File: config.mk
export PLATFORM = sky130hd
export DESIGN_NAME = alu_operand_stage
export DESIGN_NICKNAME = d
export VERILOG_FILES = /design/src/rtl/alu_operand_stage.sv
export SDC_FILE = /design/constraint.sdc
export NUM_CORES = 1
export LEC_CHECK = 0
export CORE_AREA = 2 2 106 108
export CTS_BUF_LIST = sky130_fd_sc_hd__clkbuf_4 sky130_fd_sc_hd__clkbuf_8 sky130_fd_sc_hd__clkbuf_16
export DETAILED_ROUTE_END_ITERATION = 16
export DIE_AREA = 0 0 108 110
export PLACE_DENSITY_LB_ADDON = 0.05
export SETUP_SLACK_MARGIN = 0.5
export SYNTH_ARGS = -nofsm -noshare
export SYNTH_HDL_FRONTEND = slang
export SYNTH_SLANG_ARGS = --single-unit
File: constraint.sdc
create_clock -name clk -period 3.6 [get_ports clk]
set_input_delay 0.72 -clock clk [delete_from_list [all_inputs] [get_ports clk]]
set_output_delay 0.72 -clock clk [all_outputs]
set_load 0.1 [all_outputs]
File: src/rtl/alu_operand_stage.sv
// Registered ALU operand-select pipeline slice: picks one of NUM_SRC sources,
// applies EX/MEM forwarding to the register-file source, and holds the result behind a valid/ready handshake.
module alu_operand_stage #(
  parameter int WIDTH   = 32,
  parameter int NUM_SRC = 4,
  parameter int REG_SRC = 0,
  parameter int FWD_EN  = 1,
  localparam int SELW   = (NUM_SRC > 2) ? $clog2(NUM_SRC) : 1
) (
  input  logic                     clk,
  input  logic                     rst_n,
  input  logic                     in_valid,
  output logic                     in_ready,
  input  logic [NUM_SRC*WIDTH-1:0] src_bus,
  input  logic [SELW-1:0]          sel,
  input  logic [4:0]               rs_addr,
  input  logic                     ex_wr_en,
  input  logic [4:0]               ex_rd,
  input  logic [WIDTH-1:0]         ex_result,
  input  logic                     mem_wr_en,
  input  logic [4:0]               mem_rd,
  input  logic [WIDTH-1:0]         mem_result,
  input  logic                     stall,
  input  logic                     flush,
  output logic [WIDTH-1:0]         operand,
  output logic                     out_valid,
  input  logic                     out_ready,
  output logic [1:0]               fwd_src,
  output logic                     sel_err,
  output logic [15:0]              fwd_count
);

  typedef enum logic [1:0] {
    FWD_NONE = 2'd0,
    FWD_EX   = 2'd1,
    FWD_MEM  = 2'd2
  } fwd_e;

  logic [WIDTH-1:0] operand_q, operand_d;
  logic             out_valid_q;
  fwd_e             fwd_src_q, fwd_src_d;
  logic             sel_err_q;
  logic [15:0]      fwd_count_q;
  logic             sel_ok;
  logic             accept;

  assign in_ready = !stall && (!out_valid_q || out_ready);
  assign accept   = in_valid && in_ready && !flush;

  // NOTE: every variable driven here gets a default first so no latch is inferred.
  always_comb begin
    operand_d = '0;
    sel_ok    = 1'b0;
    fwd_src_d = FWD_NONE;
    for (int k = 0; k < NUM_SRC; k++) begin
      if (sel == SELW'(k)) begin
        operand_d = src_bus[k*WIDTH +: WIDTH];
        sel_ok    = 1'b1;
      end
    end
    // x0 is hardwired zero, so a pending write to it must never be forwarded.
    if (FWD_EN != 0 && sel == SELW'(REG_SRC) && rs_addr != 5'd0) begin
      if (ex_wr_en && ex_rd == rs_addr) begin
        operand_d = ex_result;
        fwd_src_d = FWD_EX;
      end else if (mem_wr_en && mem_rd == rs_addr) begin
        operand_d = mem_result;
        fwd_src_d = FWD_MEM;
      end
    end
  end

  // NOTE: sequential state uses non-blocking assignments so all registers update together at the edge.
  // NOTE: every register, including the operand data, is reset so no stale value survives rst_n.
  always_ff @(posedge clk or negedge rst_n) begin
    if (!rst_n) begin
      operand_q   <= '0;
      out_valid_q <= 1'b0;
      fwd_src_q   <= FWD_NONE;
      sel_err_q   <= 1'b0;
      fwd_count_q <= '0;
    end else if (flush) begin
      operand_q   <= '0;
      out_valid_q <= 1'b0;
      fwd_src_q   <= FWD_NONE;
    end else if (accept) begin
      operand_q   <= operand_d;
      out_valid_q <= 1'b1;
      fwd_src_q   <= fwd_src_d;
      if (!sel_ok) sel_err_q <= 1'b1;
      if (fwd_src_d != FWD_NONE && fwd_count_q != 16'hFFFF) fwd_count_q <= fwd_count_q + 16'd1;
    end else if (out_valid_q && out_ready) begin
      out_valid_q <= 1'b0;
    end
  end

  assign operand   = operand_q;
  assign out_valid = out_valid_q;
  assign fwd_src   = fwd_src_q;
  assign sel_err   = sel_err_q;
  assign fwd_count = fwd_count_q;

endmodule

======== Word level (Yosys, flattened, before mapping) ========
Cells that the tools add are included.
cells by class
  add/subtract/negate cells ............... 1
  $mul .................................... 0
  div/mod/pow operators ................... 0
  $lt $le $gt $ge ......................... 0
  equal/unequal tests ..................... 6
  shift operators ......................... 0
  muxes and demuxes ....................... 21
  bitwise gates (word level) .............. 2
  reduce and logical (&&, ||, !) cells .... 19
operators by type and width
  kind                                           number
  2-to-1 mux 32 bit                              9
  adder 16 x 1 -> 16 bit, second input constant  1
  inequality test 16 bit, second input constant  1
  == test 5 bit                                  2
  2-to-1 mux 2 bit                               5
  logical AND 1 bit                              8
  2-to-1 mux 1 bit                               7
  AND reduction 3 bit                            2
  nonzero test 5 bit                             1
  == test 2 bit, second input constant           2
  nonzero test 2 bit                             2
  logical NOT 1 bit                              3
  nonzero test 3 bit                             1
  == test 2 x 1 -> 1 bit, second input constant  1
  logical NOT 2 bit                              1
  NOT 1 bit                                      2
  logical OR 1 bit                               1
word-level totals
  register bits ........................... 52
  bits in latches ......................... 0
  bits in writable memories ............... 0
  bits in read-only memories .............. 0
  output and inout port bits .............. 53
  memories kept ........................... 0

======== Logic depth before layout (Yosys ltp) ========
  depth after elaboration ................. 10
  depth in mapped cells ................... 8
  depth with buffers taken out ............ 7

======== Worst setup path after synthesis ========
OpenSTA, ideal clock, no wires.
  kind .................................... register -> output
  start point ............................. register out_valid_q (netlist: out_valid)
  end point ............................... output in_ready
  arrival ................................. 2.303 ns
  setup slack ............................. 0.577 ns
  stages on the path, launching flop included .. 3
  path buffers ............................ 0
  cells stage by stage .................... dfrtp_1 -> nor2b_1 -> nor2_1
between the ends
  word-level cells in the longest chain between the ends .. 3
ends and longest elaborated chain
  element                   RTL line  RTL
  start: declaration        40        logic out_valid_q;
  start signal: assignment  78        out_valid_q <= 1'b0;
  start signal: assignment  84        out_valid_q <= 1'b0;
  start signal: assignment  88        out_valid_q <= 1'b1;
  logical NOT 1 bit         47        assign in_ready = !stall && (!out_valid_q || out_ready);
  logical OR 1 bit          47
  logical AND 1 bit         47
  end: declaration          13        output logic in_ready,
No other way between the ends.

======== Final worst setup path ========
  start point ............................. register fwd_count_q[11] (netlist: fwd_count[11])
  end point ............................... output fwd_count[11]
RTL lines
  element                   RTL line  RTL
  start: declaration        43        logic [15:0] fwd_count_q;
  start signal: assignment  91        if (fwd_src_d != FWD_NONE && fwd_count_q != 16'hFFFF) fwd_count_q <= fwd_count_q + 16'd1;
  end: declaration          30        output logic [15:0] fwd_count
No word-level cell between the ends.

==> qor.txt <==
Static Leak -> 2.47 nW
final core utilization -> 62.3%
Critical-path top delay cell -> clkdlybuf4s50_1
die width -> 108 µm
clock share of power -> 24.2%
Final Hold Fails -> 0
routed wire length -> 14.0 mm
Synth Instances -> 353
HP Class -> register to register
hold_ws -> 0.384 ns
largest cells by area after synthesis -> dfrtp_1 (35%), mux4_2 (19%), o221ai_1 (7.5%)
RSZ-0062 raised after global routing -> false
Fillers -> 905
TNS Setup -> 0 ns
total power -> 1.77 mW
clk_skew -> 0.00894 ns
worst hold start -> sel_err$_DFFE_PN0P_
max_slew headroom -> 31.4%
DRT iter0 DRCs -> 128
post-route ant nets -> 0
CTS tree -> built
sequential fraction of design power -> 35.2%
Synth top area share -> 34.8%
# setup viols final -> 0
CTS root buf -> clkbuf_8
crit-path cells -> clkdlybuf4s50_1
core box area -> 10700 µm²
YS warnings -> 0
maximum capacitance violations -> 0
Post-CTS Hold Buffers -> 0
Multi-input gate area -> 2260 µm²
sequential element share of the synthesized area -> 34.8%
CTS max path bufs -> 2
Sink Count -> 52
vias per inst -> 5.37
IO Port Bufs -> 269
worst slew pin tran -> 1.03 ns
P_sw -> 0.576 mW
Crit Reg-Reg Startpoint -> fwd_count[0]$_DFFE_PN0P_
FF-to-FF End -> fwd_count[5]$_DFFE_PN0P_
clk_lat worst skew -> 0.30 ns
first-pass GRT wire length -> 21.2 mm
Post-synth ARST share -> 100%
reg2reg setup slack -> 1.71 ns
IO Count -> 270
Post-synth EDFFs -> 0
status -> complete, no violations
r2r worst-path depth -> 7
total power per unit cell area -> 266 nW/µm²
Worst Setup SP -> fwd_count[11]$_DFFE_PN0P_
Worst-path clk slew -> 0.10 ns
placed instance count -> 742
DRT Pass-1 Iters -> 4
die area -> 11900 µm²
# resized after CTS -> 0
crit path capture type -> output port
Non-Filler Instances -> 750
Syn Area/Cell -> 10.6 µm²
Antenna Cells -> 0
Post-synth top cells -> dfrtp_1 (52), nand2_1 (40), nor2b_1 (34)
internal power -> 1.19 mW
row count -> 38
vias -> 4030
routed len/inst -> 18.7 µm
period utilization -> 73.5%
largest net degree at the start of global routing -> 44
Routability Congestion -> 0.772
count leader, synth -> dfrtp_1
CTS Buf Count -> 5
Synth area leader -> dfrtp_1
fin nets -> 827
vias in the first global route -> 4175
critical path arrival -> 1.93 ns
worst hold endpoint -> sel_err$_DFFE_PN0P_
#FFs+latches synth -> 52
syn_nets -> 571
Largest stage delay, worst path -> 1.18 ns
Combinational Power Share -> 40.6%
Setup Fix Bufs, Post-CTS -> 0
Max Transition Viols Final -> 0
Syn-to-layout area delta -> 78.3%
share of cells above drive strength 1 -> 10.5%
Worst EP required -> 2.88 ns
register area -> 1300 µm²
mapped cell area -> 3730 µm²
hold path depth -> 0
Starting Density -> 34.9%
Remaining DRCs -> 0
gr ovfl total -> 0
GR Util All Layers -> 23.1%
Die Span Y -> 110 µm
crit path launch type -> register
CTS H-tree lvls -> 2
min Tclk post-route -> 2.65 ns
crit path max fanout -> 5
post-synth cell types -> 33
Post-synth top flop -> dfrtp_1
Crit Path Class -> register to output port
initial antenna violation count -> 0
CP Buf/Inv Count -> 1
Post-DP HPWL -> 11.0 mm
Max VDD drop -> 0.184 mV
highest clock rate -> 0.378 GHz
CP delay by family, top -> buffers and inverters
switch share -> 32.6%
-- final cells by class --
class / instances / area share, %
clock buffer: 6 / 1.24
sequential: 52 / 19.5
multi-input combinational: 267 / 34.0
clock inverter: 2 / 0.582
tap: 140 / 2.63
inverter: 1 / 0.0564
timing repair buffer: 282 / 42.0
-- cell families after synthesis --
| group | after synthesis | share of synthesized area, % |
|---|---|---|
| DFF | 52 | 34.8 |
| xor gates and xnor gates | 25 | 5.86 |
| AOI/OAI and AO/OA | 101 | 19.6 |
| muxes | 33 | 19.6 |
| and+or+nand+nor | 107 | 14.8 |
| adders and majority gates | 1 | 0.335 |
| buffers and inverters | 34 | 4.96 |
-- sequential cells by signal, summed over array words and instances, names as in the netlist --
register   flops
out_valid      1
fwd_src        2
sel_err        1
fwd_count     16
operand       32
-- per-stage QoR --
step | area, µm² | setup WS, ns
floorplan | 3730 | 0.577
global placement | 6540 | 0.835
detailed placement | 6540 | 0.795
CTS | 6660 | 0.950
global route | 6660 | 0.895
finish | 6660 | 0.953
-- power by group through the flow --
stage                     Clock [mW]  Sequential, mW  Combinational [mW]
after CTS                      0.443           0.622               0.725
after global routing           0.469           0.626               0.759
after floorplan                    0           0.814               0.191
after detailed placement           0           0.634               0.723
after global placement             0           0.633               0.714
final                          0.428           0.622               0.719
-- layer usage --
layer / share of wire [%] / vias up / track usage [%]
met4: 2.5 / 0 / 7.51
met5: 0 / - / 0
met2: 53 / 166 / 42.9
li1: - / 1882 / -
met1: 35 / 1958 / 25.2
met3: 8.6 / 24 / 7.00
-- placed cells by master, fill, tap and decap left out, types with 2 or more instances in the layout --
cell and count:
nand4_1 6, clkdlybuf4s50_1 264, o221ai_1 32, nor2b_1 34, nor2_1 5, buf_4 13
nor3_1 2, buf_12 2, xor2_1 8, o21ai_1 30, nand2b_1 2, nand2_1 40
clkbuf_8 6, dfrtp_1 52, xnor2_1 17, a211oi_1 32, mux4_2 32, and4_1 2
and3_1 4, nand3_1 7, o21ai_0 3, buf_2 3
-- how the worst max path moves through the flow --
stage,endpoint,slack [ns],cells after the start
6_report,fwd_count[11],0.95,1
4_1_cts,fwd_count[11],0.95,1
3_3_place_gp,operand[28]$_DFFE_PN0P_,0.84,9
3_5_place_dp,operand[26]$_DFFE_PN0P_,0.80,9
5_1_grt,fwd_count[7],0.89,1
2_1_floorplan,in_ready,0.58,2
No activity file was read; power rests on OpenSTA's default activity.
